### config.mk
export PLATFORM = sky130hd
export DESIGN_NAME = tpmem_row_feeder_flat
export DESIGN_NICKNAME = d
export VERILOG_FILES = /design/src/rtl/tpmem_pkg.sv /design/src/rtl/tpmem_row_feeder_if.sv /design/src/rtl/tpmem_row_packer.sv /design/src/rtl/tpmem_row_feeder.sv /design/src/flat_wrapper.sv
export SDC_FILE = /design/constraint.sdc
export NUM_CORES = 1
export LEC_CHECK = 0
export ABC_AREA = 0
export BUFFER_PORTS_ARGS = -buffer_cell sky130_fd_sc_hd__buf_4
export CAP_MARGIN = 20
export CORE_ASPECT_RATIO = 0.75
export CORE_MARGIN = 1
export CORE_UTILIZATION = 62
export DETAILED_ROUTE_END_ITERATION = 8
export PLACE_DENSITY = 0.85
export SETUP_SLACK_MARGIN = 0.4
export SYNTH_ARGS = -nofsm -noshare
export SYNTH_HDL_FRONTEND = slang
export SYNTH_SLANG_ARGS = --single-unit
### constraint.sdc
create_clock -name i_clk -period 5 [get_ports i_clk]
set_input_delay 0.5 -clock i_clk [delete_from_list [all_inputs] [get_ports i_clk]]
set_output_delay 0.5 -clock i_clk [all_outputs]
set_load 0.01 [all_outputs]
### src/rtl/tpmem_pkg.sv
// Shared constants, FSM state type and lane-slice helper for the transpose-memory row feeder.
// TPFEED_FLUSH_EN adds the PAD state used to flush a partial block.
package tpmem_pkg;

  localparam int N     = 16;
  localparam int LOG2N = 4;

`ifdef TPFEED_FLUSH_EN
  typedef enum logic [1:0] {FILL, LAST, DRAIN, PAD} feed_state_t;
`else
  typedef enum logic [1:0] {FILL, LAST, DRAIN} feed_state_t;
`endif

  // Lane 0 sits in the most significant slice of the packed row.
  function automatic int lane_lo(input logic [LOG2N-1:0] lane, input int bw);
    return (N - 1 - int'(lane)) * bw;
  endfunction

endpackage

### src/rtl/tpmem_row_feeder_if.sv
// Upstream sample handshake and transpose-memory row-write bus of the row feeder.
// With TPFEED_FLUSH_EN the bus also carries i_flush.
interface tpmem_row_feeder_if
  import tpmem_pkg::*;
#(parameter int BW = 8);

  logic                 i_valid;
  logic [BW-1:0]        i_sample;
`ifdef TPFEED_FLUSH_EN
  logic                 i_flush;
`endif
  logic                 o_ready;
  logic [N*BW-1:0]      o_row;
  logic                 o_row_en;
  logic [LOG2N-1:0]     o_row_idx;

`ifdef TPFEED_FLUSH_EN
  modport master (output i_valid, i_sample, i_flush,
                  input  o_ready, o_row, o_row_en, o_row_idx);
  modport slave  (input  i_valid, i_sample, i_flush,
                  output o_ready, o_row, o_row_en, o_row_idx);
`else
  modport master (output i_valid, i_sample,
                  input  o_ready, o_row, o_row_en, o_row_idx);
  modport slave  (input  i_valid, i_sample,
                  output o_ready, o_row, o_row_en, o_row_idx);
`endif

endinterface

### src/rtl/tpmem_row_packer.sv
// Packs accepted samples into a 16-lane row and issues it as a registered one-cycle write.
// force_issue (driven only when TPFEED_FLUSH_EN is defined) issues the partial row early.
module tpmem_row_packer
  import tpmem_pkg::*;
#(parameter int BW = 8)
(
  input  logic                 i_clk,
  input  logic                 i_Reset,
  input  logic                 accept,
  input  logic [BW-1:0]        sample,
  input  logic                 force_issue,
  output logic [N*BW-1:0]      row,
  output logic                 row_en,
  output logic [LOG2N-1:0]     lane
);

  logic [N*BW-1:0] pack_q;
  logic [N*BW-1:0] merged;
  logic            wrap;

  always_comb begin
    merged = pack_q;
    if (accept) merged[lane_lo(lane, BW) +: BW] = sample;
  end

  assign wrap = (accept && lane == LOG2N'(N-1)) || force_issue;

  // Pack register is cleared on each issue so unfilled lanes of a flushed row read as zero.
  always_ff @(posedge i_clk or negedge i_Reset) begin
    if (!i_Reset) begin
      pack_q <= '0;
      row    <= '0;
      row_en <= 1'b0;
      lane   <= '0;
    end else begin
      row_en <= wrap;
      if (wrap) begin
        row    <= merged;
        pack_q <= '0;
        lane   <= '0;
      end else if (accept) begin
        pack_q <= merged;
        lane   <= lane + LOG2N'(1);
      end
    end
  end

endmodule

### src/rtl/tpmem_row_feeder.sv
// Write-side sequencer for the 16x16 transpose memory: 16 row writes per block, then a 16-cycle drain.
// Define TPFEED_FLUSH_EN to add i_flush, which zero-pads and issues a partial block.
module tpmem_row_feeder
  import tpmem_pkg::*;
#(parameter int BW = 8)
(
  input  logic               i_clk,
  input  logic               i_Reset,
  tpmem_row_feeder_if.slave  bus
);

  feed_state_t        state, state_next;
  logic [LOG2N-1:0]   row_cnt;
  logic [LOG2N-1:0]   drain_cnt;
  logic [LOG2N-1:0]   lane;
  logic [LOG2N-1:0]   row_fill;
  logic               ready_q;
  logic               accept;
  logic               force_issue;
  logic               row_en;
  logic [N*BW-1:0]    row;

  assign accept = bus.i_valid && ready_q;
  // row_cnt only steps at the end of a pulse, so the row being filled is one ahead during it.
  assign row_fill = row_cnt + LOG2N'(row_en);

  tpmem_row_packer #(.BW(BW)) u_packer (
    .i_clk       (i_clk),
    .i_Reset     (i_Reset),
    .accept      (accept),
    .sample      (bus.i_sample),
    .force_issue (force_issue),
    .row         (row),
    .row_en      (row_en),
    .lane        (lane)
  );

  always_ff @(posedge i_clk or negedge i_Reset) begin
    if (!i_Reset) state <= FILL;
    else          state <= state_next;
  end

  always_comb begin
    state_next  = state;
    force_issue = 1'b0;
    case (state)
      FILL: begin
`ifdef TPFEED_FLUSH_EN
        if (bus.i_flush && ready_q && !(lane == '0 && !accept && row_fill == '0)) begin
          force_issue = 1'b1;
          state_next  = (row_fill == LOG2N'(N-1)) ? LAST : PAD;
        end else
`endif
        if (accept && lane == LOG2N'(N-1) && row_fill == LOG2N'(N-1))
          state_next = LAST;
      end
`ifdef TPFEED_FLUSH_EN
      PAD: begin
        force_issue = 1'b1;
        if (row_cnt == LOG2N'(N-2)) state_next = LAST;
      end
`endif
      LAST:    state_next = DRAIN;
      DRAIN:   if (drain_cnt == LOG2N'(N-1)) state_next = FILL;
      default: state_next = FILL;
    endcase
  end

  // Ready is registered from the next state so it stays low through reset and rises one edge later.
  always_ff @(posedge i_clk or negedge i_Reset) begin
    if (!i_Reset) begin
      ready_q   <= 1'b0;
      row_cnt   <= '0;
      drain_cnt <= '0;
    end else begin
      ready_q   <= (state_next == FILL);
      row_cnt   <= row_cnt + LOG2N'(row_en);
      drain_cnt <= (state == DRAIN) ? drain_cnt + LOG2N'(1) : '0;
    end
  end

  assign bus.o_ready   = ready_q;
  assign bus.o_row     = row;
  assign bus.o_row_en  = row_en;
  assign bus.o_row_idx = row_cnt;

endmodule

### src/flat_wrapper.sv
// flat-port wrapper written by rule: the top's interface ports become plain ports
module tpmem_row_feeder_flat import tpmem_pkg::*;
#(parameter int BW = 8)
  (i_clk, i_Reset, bus_i_valid, bus_i_sample, bus_o_ready, bus_o_row, bus_o_row_en, bus_o_row_idx);
  tpmem_row_feeder_if #(.BW(BW)) bus_i ();
  input  logic i_clk;
  input  logic i_Reset;
  input wire logic [$bits(bus_i.i_valid)-1:0] bus_i_valid;
  input wire logic [$bits(bus_i.i_sample)-1:0] bus_i_sample;
  output wire logic [$bits(bus_i.o_ready)-1:0] bus_o_ready;
  output wire logic [$bits(bus_i.o_row)-1:0] bus_o_row;
  output wire logic [$bits(bus_i.o_row_en)-1:0] bus_o_row_en;
  output wire logic [$bits(bus_i.o_row_idx)-1:0] bus_o_row_idx;
  assign bus_i.i_valid = bus_i_valid;
  assign bus_i.i_sample = bus_i_sample;
  assign bus_o_ready = bus_i.o_ready;
  assign bus_o_row = bus_i.o_row;
  assign bus_o_row_en = bus_i.o_row_en;
  assign bus_o_row_idx = bus_i.o_row_idx;
  tpmem_row_feeder #(.BW(BW)) u_core (.i_clk(i_clk), .i_Reset(i_Reset), .bus(bus_i));
endmodule
; ---- After elaboration in Yosys (flattened, before gate mapping)
; Index checks and enable logic that the tools add are counted.
[word_totals]
regBits = 272
inputBits = 11
mem_bits_ro = 0
out_inout_bits = 134
mem_count = 0
ramBits = 0
word_cells = 36
latch_bits = 0
[op_classes]
order_cmp = 0
bitwise = 0
shifts = 2
n_reduce_logical = 6
add_sub_neg = 5
n_eq_ne = 5
n_mux = 10
multipliers = 0
div = 0
[op_table]
columns = op, n
row1 = $mux 128, 3
row2 = $bwmux 128, 1
row3 = $shift 8x33->128 const A, 1
row4 = $shiftx 8x33->128, 1
row5 = $neg 32->33, 1
row6 = $eq 4x4->1 const B, 3
row7 = $mux 4, 3
row8 = $add 4x1->4 const B, 2
row9 = $pmux 2 s3, 1
row10 = $sub 4x4->5 const A, 1
row11 = $add 4x1->4, 1
row12 = $logic_not 2->1, 2
row13 = $mux 2, 2
row14 = $logic_and 1x1->1, 3
row15 = $eq 2x1->1 const B, 1
row16 = $eq 2x2->1 const B, 1
row17 = $reduce_bool 2->1, 1

; ---- Longest topological paths before layout
[depth]
word_depth = 7
mapped_depth = 10
depth_no_buf = 6

; ---- Modules after synthesis
; Synthesis repeated with hierarchy kept, for this count alone.
[hier_totals]
cells_unflattened = 1212
hier_area_um2 = 12548.3
[by_module_without_submodules]
columns = module, area_per_inst_um2, instances, seq_area_each_um2, cells_per_inst
row1 = tpmem_row_packer, 12096.6, 1, 6531.3, 1176
row2 = tpmem_row_feeder, 451.7, 1, 275.3, 36

; ---- Least setup slack after synthesis
; No wires, ideal clock.
[synth_path]
path_kind = reg2reg
startpoint = reg u_core.u_packer.lane[0]
endpoint = reg u_core.u_packer.pack_q[121]
stages_incl_launch_ff = 8
slack_ns = 2.661
arrival_ns = 2.218
n_path_buf = 1
cell_sequence = dfrtp_1 buf_4 and3_1 ha_1 nand4bb_2 a2111oi_4 mux2i_1 nor2_2
[synth_via]
elab_chain_len = 7
[synth_rtl]
columns = element, line
row1 = from (decl), tpmem_row_packer.sv:14  ; output logic [LOG2N-1:0] lane
row2 = from (signal assigned), tpmem_row_packer.sv:43  ; lane <= lane + LOG2N'(1);
row3 = $sub 4x4->5, tpmem_pkg.sv:16  ; return (N - 1 - int'(lane)) * bw;
row4 = $neg 32->33, tpmem_row_packer.sv:23  ; if (accept) merged[lane_lo(lane, BW) +: BW] = sample;
row5 = $shiftx 8x33->128 / $shift 8x33->128 (equally long branches), tpmem_row_packer.sv:23
row6 = $bwmux 128, tpmem_row_packer.sv:23
row7 = $mux 128, tpmem_row_packer.sv:23
row8 = $mux 128, tpmem_row_packer.sv:41  ; end else if (accept) begin
row9 = $mux 128, tpmem_row_packer.sv:37  ; if (wrap) begin
row10 = to (signal assigned), tpmem_row_packer.sv:42  ; pack_q <= merged;
row11 = to (decl), tpmem_row_packer.sv:17  ; logic [N*BW-1:0] pack_q;
; Several ways; a longest one is shown, not always the timed one. The select of a mux whose other input is x is not followed.
; A chain may end at the register's enable or synchronous reset.

; ---- Worst setup path after layout
[layout_path]
startpoint = reg u_core.u_packer.lane[0]
endpoint = reg u_core.u_packer.row[20]
[layout_via]
elab_chain_len = 5
[layout_rtl]
columns = element, line
row1 = $sub 4x4->5, tpmem_pkg.sv:16
row2 = $neg 32->33, tpmem_row_packer.sv:23
row3 = $shiftx 8x33->128 / $shift 8x33->128 (equally long branches), tpmem_row_packer.sv:23
row4 = $bwmux 128, tpmem_row_packer.sv:23
row5 = $mux 128, tpmem_row_packer.sv:23
row6 = to (signal assigned), tpmem_row_packer.sv:38  ; row <= merged;
row7 = to (decl), tpmem_row_packer.sv:12  ; output logic [N*BW-1:0] row,
; Several ways; a longest one is shown, not always the timed one.

==> reports/results.txt <==
Worst-Skew Late Latency - 0.51 ns
Ports - 145
Arr. time, crit path - 3.95 ns
#FFs+latches synth - 272
Post-CTS setup buffer count - 0
CTS clk-pin slew, worst paths - 0.06 ns
Max Clock Skew - 0.0109 ns
Initial antenna violation count - 0
Routability cong. - 0.933
Tightest Pin Transition - 1.07 ns
Async SR Flop Fraction - 1.00
Final WL - 25.9 mm
Deepest clock path buffer count - 3
Worst vdd ir - 0.319 mV
Routed len/inst - 17.5 um
Worst EP required - 5.45 ns
Syn-to-layout area delta - 17.3%
Crit path launch type - flip-flop
Final WS setup - 1.50 ns
Syn Area/Cell - 9.83 sq um
Reg2reg setup slack - 1.50 ns
Fraction of layout cells with a size suffix above 1 - 0.168
Initial DRC Count - 691
Cells after DPL - 1439
Detail Route Antenna Nets - 0
TritonCTS clock tree - yes
Failing checks - hold timing
Leakage - 0.00675 uW
Post-Place Worst Slack - 1.59 ns
Status - complete, but fails checks
Largest net degree at the start of global routing - 109
Max-cap viol count - 0
DR vias/cell - 5.70
Syn Nets - 1140
Core area - 0.0171 sq mm
H-tree levels - 1
Hold Buf Count CTS - 0
Final Hold Viols - 2
Final Instance Area - 0.0130 sq mm
DP HPWL - 16.5 mm
Vias - 8444
DR pass1 iterations - 5
Top_reg_cell synth - dfrtp_1
Unrepaired setup endpoints after global routing - false
Number of flops mapped to enable cells by yosys - 0
Relative slew slack - 0.284
Global-route wire length before repair - 41.8 mm
Min-Delay Path Class - in -> async
Cts bufs inserted - 25
Diode insertion count for antenna repair - 0
Port-buffer cells - 144
Die Y - 118 um
Kind of end point of the critical path - flip-flop
Post-Synthesis Cells - 1124
Warnings, synthesis - 0
Initial core utilization - 0.645
Endpoints failing setup - 0
Fin. max-slew vios - 0
Crit path kind - reg -> reg
Synth cell types - 54
Seq/Total Area, Yosys - 0.616
Area after DPL - 0.0122 sq mm
Total track usage - 0.290
GRT overflow - 0
Tmin final - 3.50 ns
Rows - 41
Die width - 156 um
Number of global-route vias before repair - 8050
# DRC - 0
P per Cell Area - 532 mW/mm^2
TNS Setup - 0 ns
Fmax - 0.285 GHz
DIE AREA - 0.0184 sq mm
CTS Sinks - 272
Clk root buf - clkbuf_16
CP Max Fanout - 73
Period utilization - 0.701
Post-CTS resize count - 0
Syn Std Cell Area - 0.0110 sq mm
Nets@finish - 1246
Fin cells - 1482
WHS - -0.00854 ns
Post-Route Utilization - 0.756
-- report_power, final --
| group | switching [uW] | internal, uW | total, uW |
|---|---|---|---|
| Combinational | 1100 | 772 | 1870 |
| Clock | 777 | 1030 | 1800 |
| Sequential | 392 | 2830 | 3220 |
| Total | 2270 | 4620 | 6890 |
-- critical path: stages, from the launching register on --
cell	delay [ns]
dfrtp_1	0.68
ha_1	0.46
and3_1	0.38
nand3_4	0.48
inv_4	0.78
buf_4	0.43
nand2_1	0.11
nand2_1	0.08
-- layout by cell type (no fill, tap or decap), types with 3 or more instances in the layout --
master	n
nor2_2	3
or3_1	4
mux2i_1	37
o32ai_1	3
o211ai_1	4
o21ai_0	70
o2bb2ai_1	4
ha_1	5
clkbuf_1	8
nor2b_1	4
nand2b_1	10
inv_1	13
and2_1	10
and3_1	6
nand3_2	3
nand3_1	51
clkbuf_8	7
a21oi_1	8
o31a_1	4
nor2_1	30
a22o_1	18
o31ai_1	6
xnor2_1	4
o22ai_1	4
nor3_1	3
nand4_1	4
nand2_1	437
buf_4	153
dfrtp_1	272
clkbuf_16	25
-- routing by layer --
layer	wire length (um)	vias up	part of all wire	GRT usage
met2	11800	364	0.46	0.446
met4	875	0	0.034	0.0999
li1	-	3876	-	-
met3	1880	65	0.072	0.0453
met5	0	-	0	0
met1	11300	4139	0.44	0.423
-- cell families after synthesis --
logic type | count (synthesis) | share of synthesized area
AND/OR/NAND/NOR | 583 | 0.227
flip-flops | 272 | 0.616
AO/OA/AOI/OAI | 130 | 0.0758
buffers and inverters | 89 | 0.0349
multiplexers | 38 | 0.0345
XOR/XNOR | 7 | 0.00623
adder cells (fa/ha/maj) | 5 | 0.00566
-- cell type report --
cell class	instances	area, sq um
clock inverter	3	18.8
sequential	272	6810
tap	236	295
inverter	14	55.1
timing repair buffer	154	1160
multi-input combinational	763	3860
clock buffer	40	752
fill	1246	4180
-- path summary, 6_finish.rpt --
path / from / endpoint / cells after the start
worst min-delay path: i_Reset / u_core.u_packer.row[78]$_DFFE_PN0P_ / 1
worst max register to register: u_core.u_packer.lane[0]$_DFFE_PN0P_ / u_core.u_packer.row[20]$_DFFE_PN0P_ / 7
worst max-delay path: u_core.u_packer.lane[0]$_DFFE_PN0P_ / u_core.u_packer.row[20]$_DFFE_PN0P_ / 7
max in group asynchronous: i_Reset / u_core.u_packer.lane[2]$_DFFE_PN0P_ / 2
min in group i_clk: bus_i_sample[7] / u_core.u_packer.pack_q[15]$_DFFE_PN0P_ / 3
worst min register to register: u_core.u_packer.pack_q[17]$_DFFE_PN0P_ / u_core.u_packer.row[17]$_DFFE_PN0P_ / 2
-- Yosys cell counts, types with 2 or more instances --
| master | n | area share |
|---|---|---|
| xor2_1 | 2 | 0.0016 |
| o31ai_1 | 6 | 0.0041 |
| nand2b_1 | 10 | 0.0057 |
| clkbuf_1 | 41 | 0.014 |
| and2_1 | 10 | 0.0057 |
| a22o_1 | 18 | 0.014 |
| nand3_1 | 51 | 0.023 |
| nand2_1 | 437 | 0.15 |
| ha_1 | 5 | 0.0057 |
| dfrtp_1 | 272 | 0.62 |
| o2bb2ai_1 | 4 | 0.0032 |
| or3_1 | 4 | 0.0023 |
| nor2_1 | 30 | 0.010 |
| and3b_1 | 2 | 0.0016 |
| a31oi_1 | 2 | 0.0011 |
| nand4_1 | 4 | 0.0023 |
| o21bai_1 | 2 | 0.0014 |
| nor3_1 | 3 | 0.0014 |
| o22ai_1 | 4 | 0.0023 |
| nor2b_1 | 4 | 0.0023 |
| nand3b_1 | 2 | 0.0014 |
| xnor2_1 | 4 | 0.0032 |
| and4_1 | 2 | 0.0016 |
| nand3_2 | 4 | 0.0036 |
| nor2_2 | 3 | 0.0017 |
| and4bb_2 | 2 | 0.0023 |
| o31a_1 | 4 | 0.0032 |
| o211ai_1 | 4 | 0.0027 |
| a21oi_1 | 8 | 0.0036 |
| o32ai_1 | 3 | 0.0024 |
| mux2i_1 | 37 | 0.034 |
| and3_1 | 6 | 0.0034 |
| buf_2 | 29 | 0.013 |
| buf_1 | 2 | 0.00068 |
| buf_4 | 2 | 0.0014 |
| o21ai_0 | 70 | 0.032 |
| nor4_4 | 2 | 0.0039 |
| inv_1 | 13 | 0.0044 |
-- per-stage QoR --
step,hold WS (ns),total power [uW]
floorplan,0.204,4290
global placement,0.448,5010
detailed placement,0.452,5090
CTS,0.0453,6900
global route,0.0832,7250
finish,-0.00854,6890
-- state kept, by name (all words and copies together) (netlist names) --
register,count
u_core.u_packer.pack_q,128
u_core.drain_cnt,4
u_core.bus.o_ready,1
u_core.u_packer.row_en,1
u_core.u_packer.row,128
u_core.u_packer.lane,4
u_core.bus.o_row_idx,4
u_core.state,2
Power figures use the tool's default switching activity.
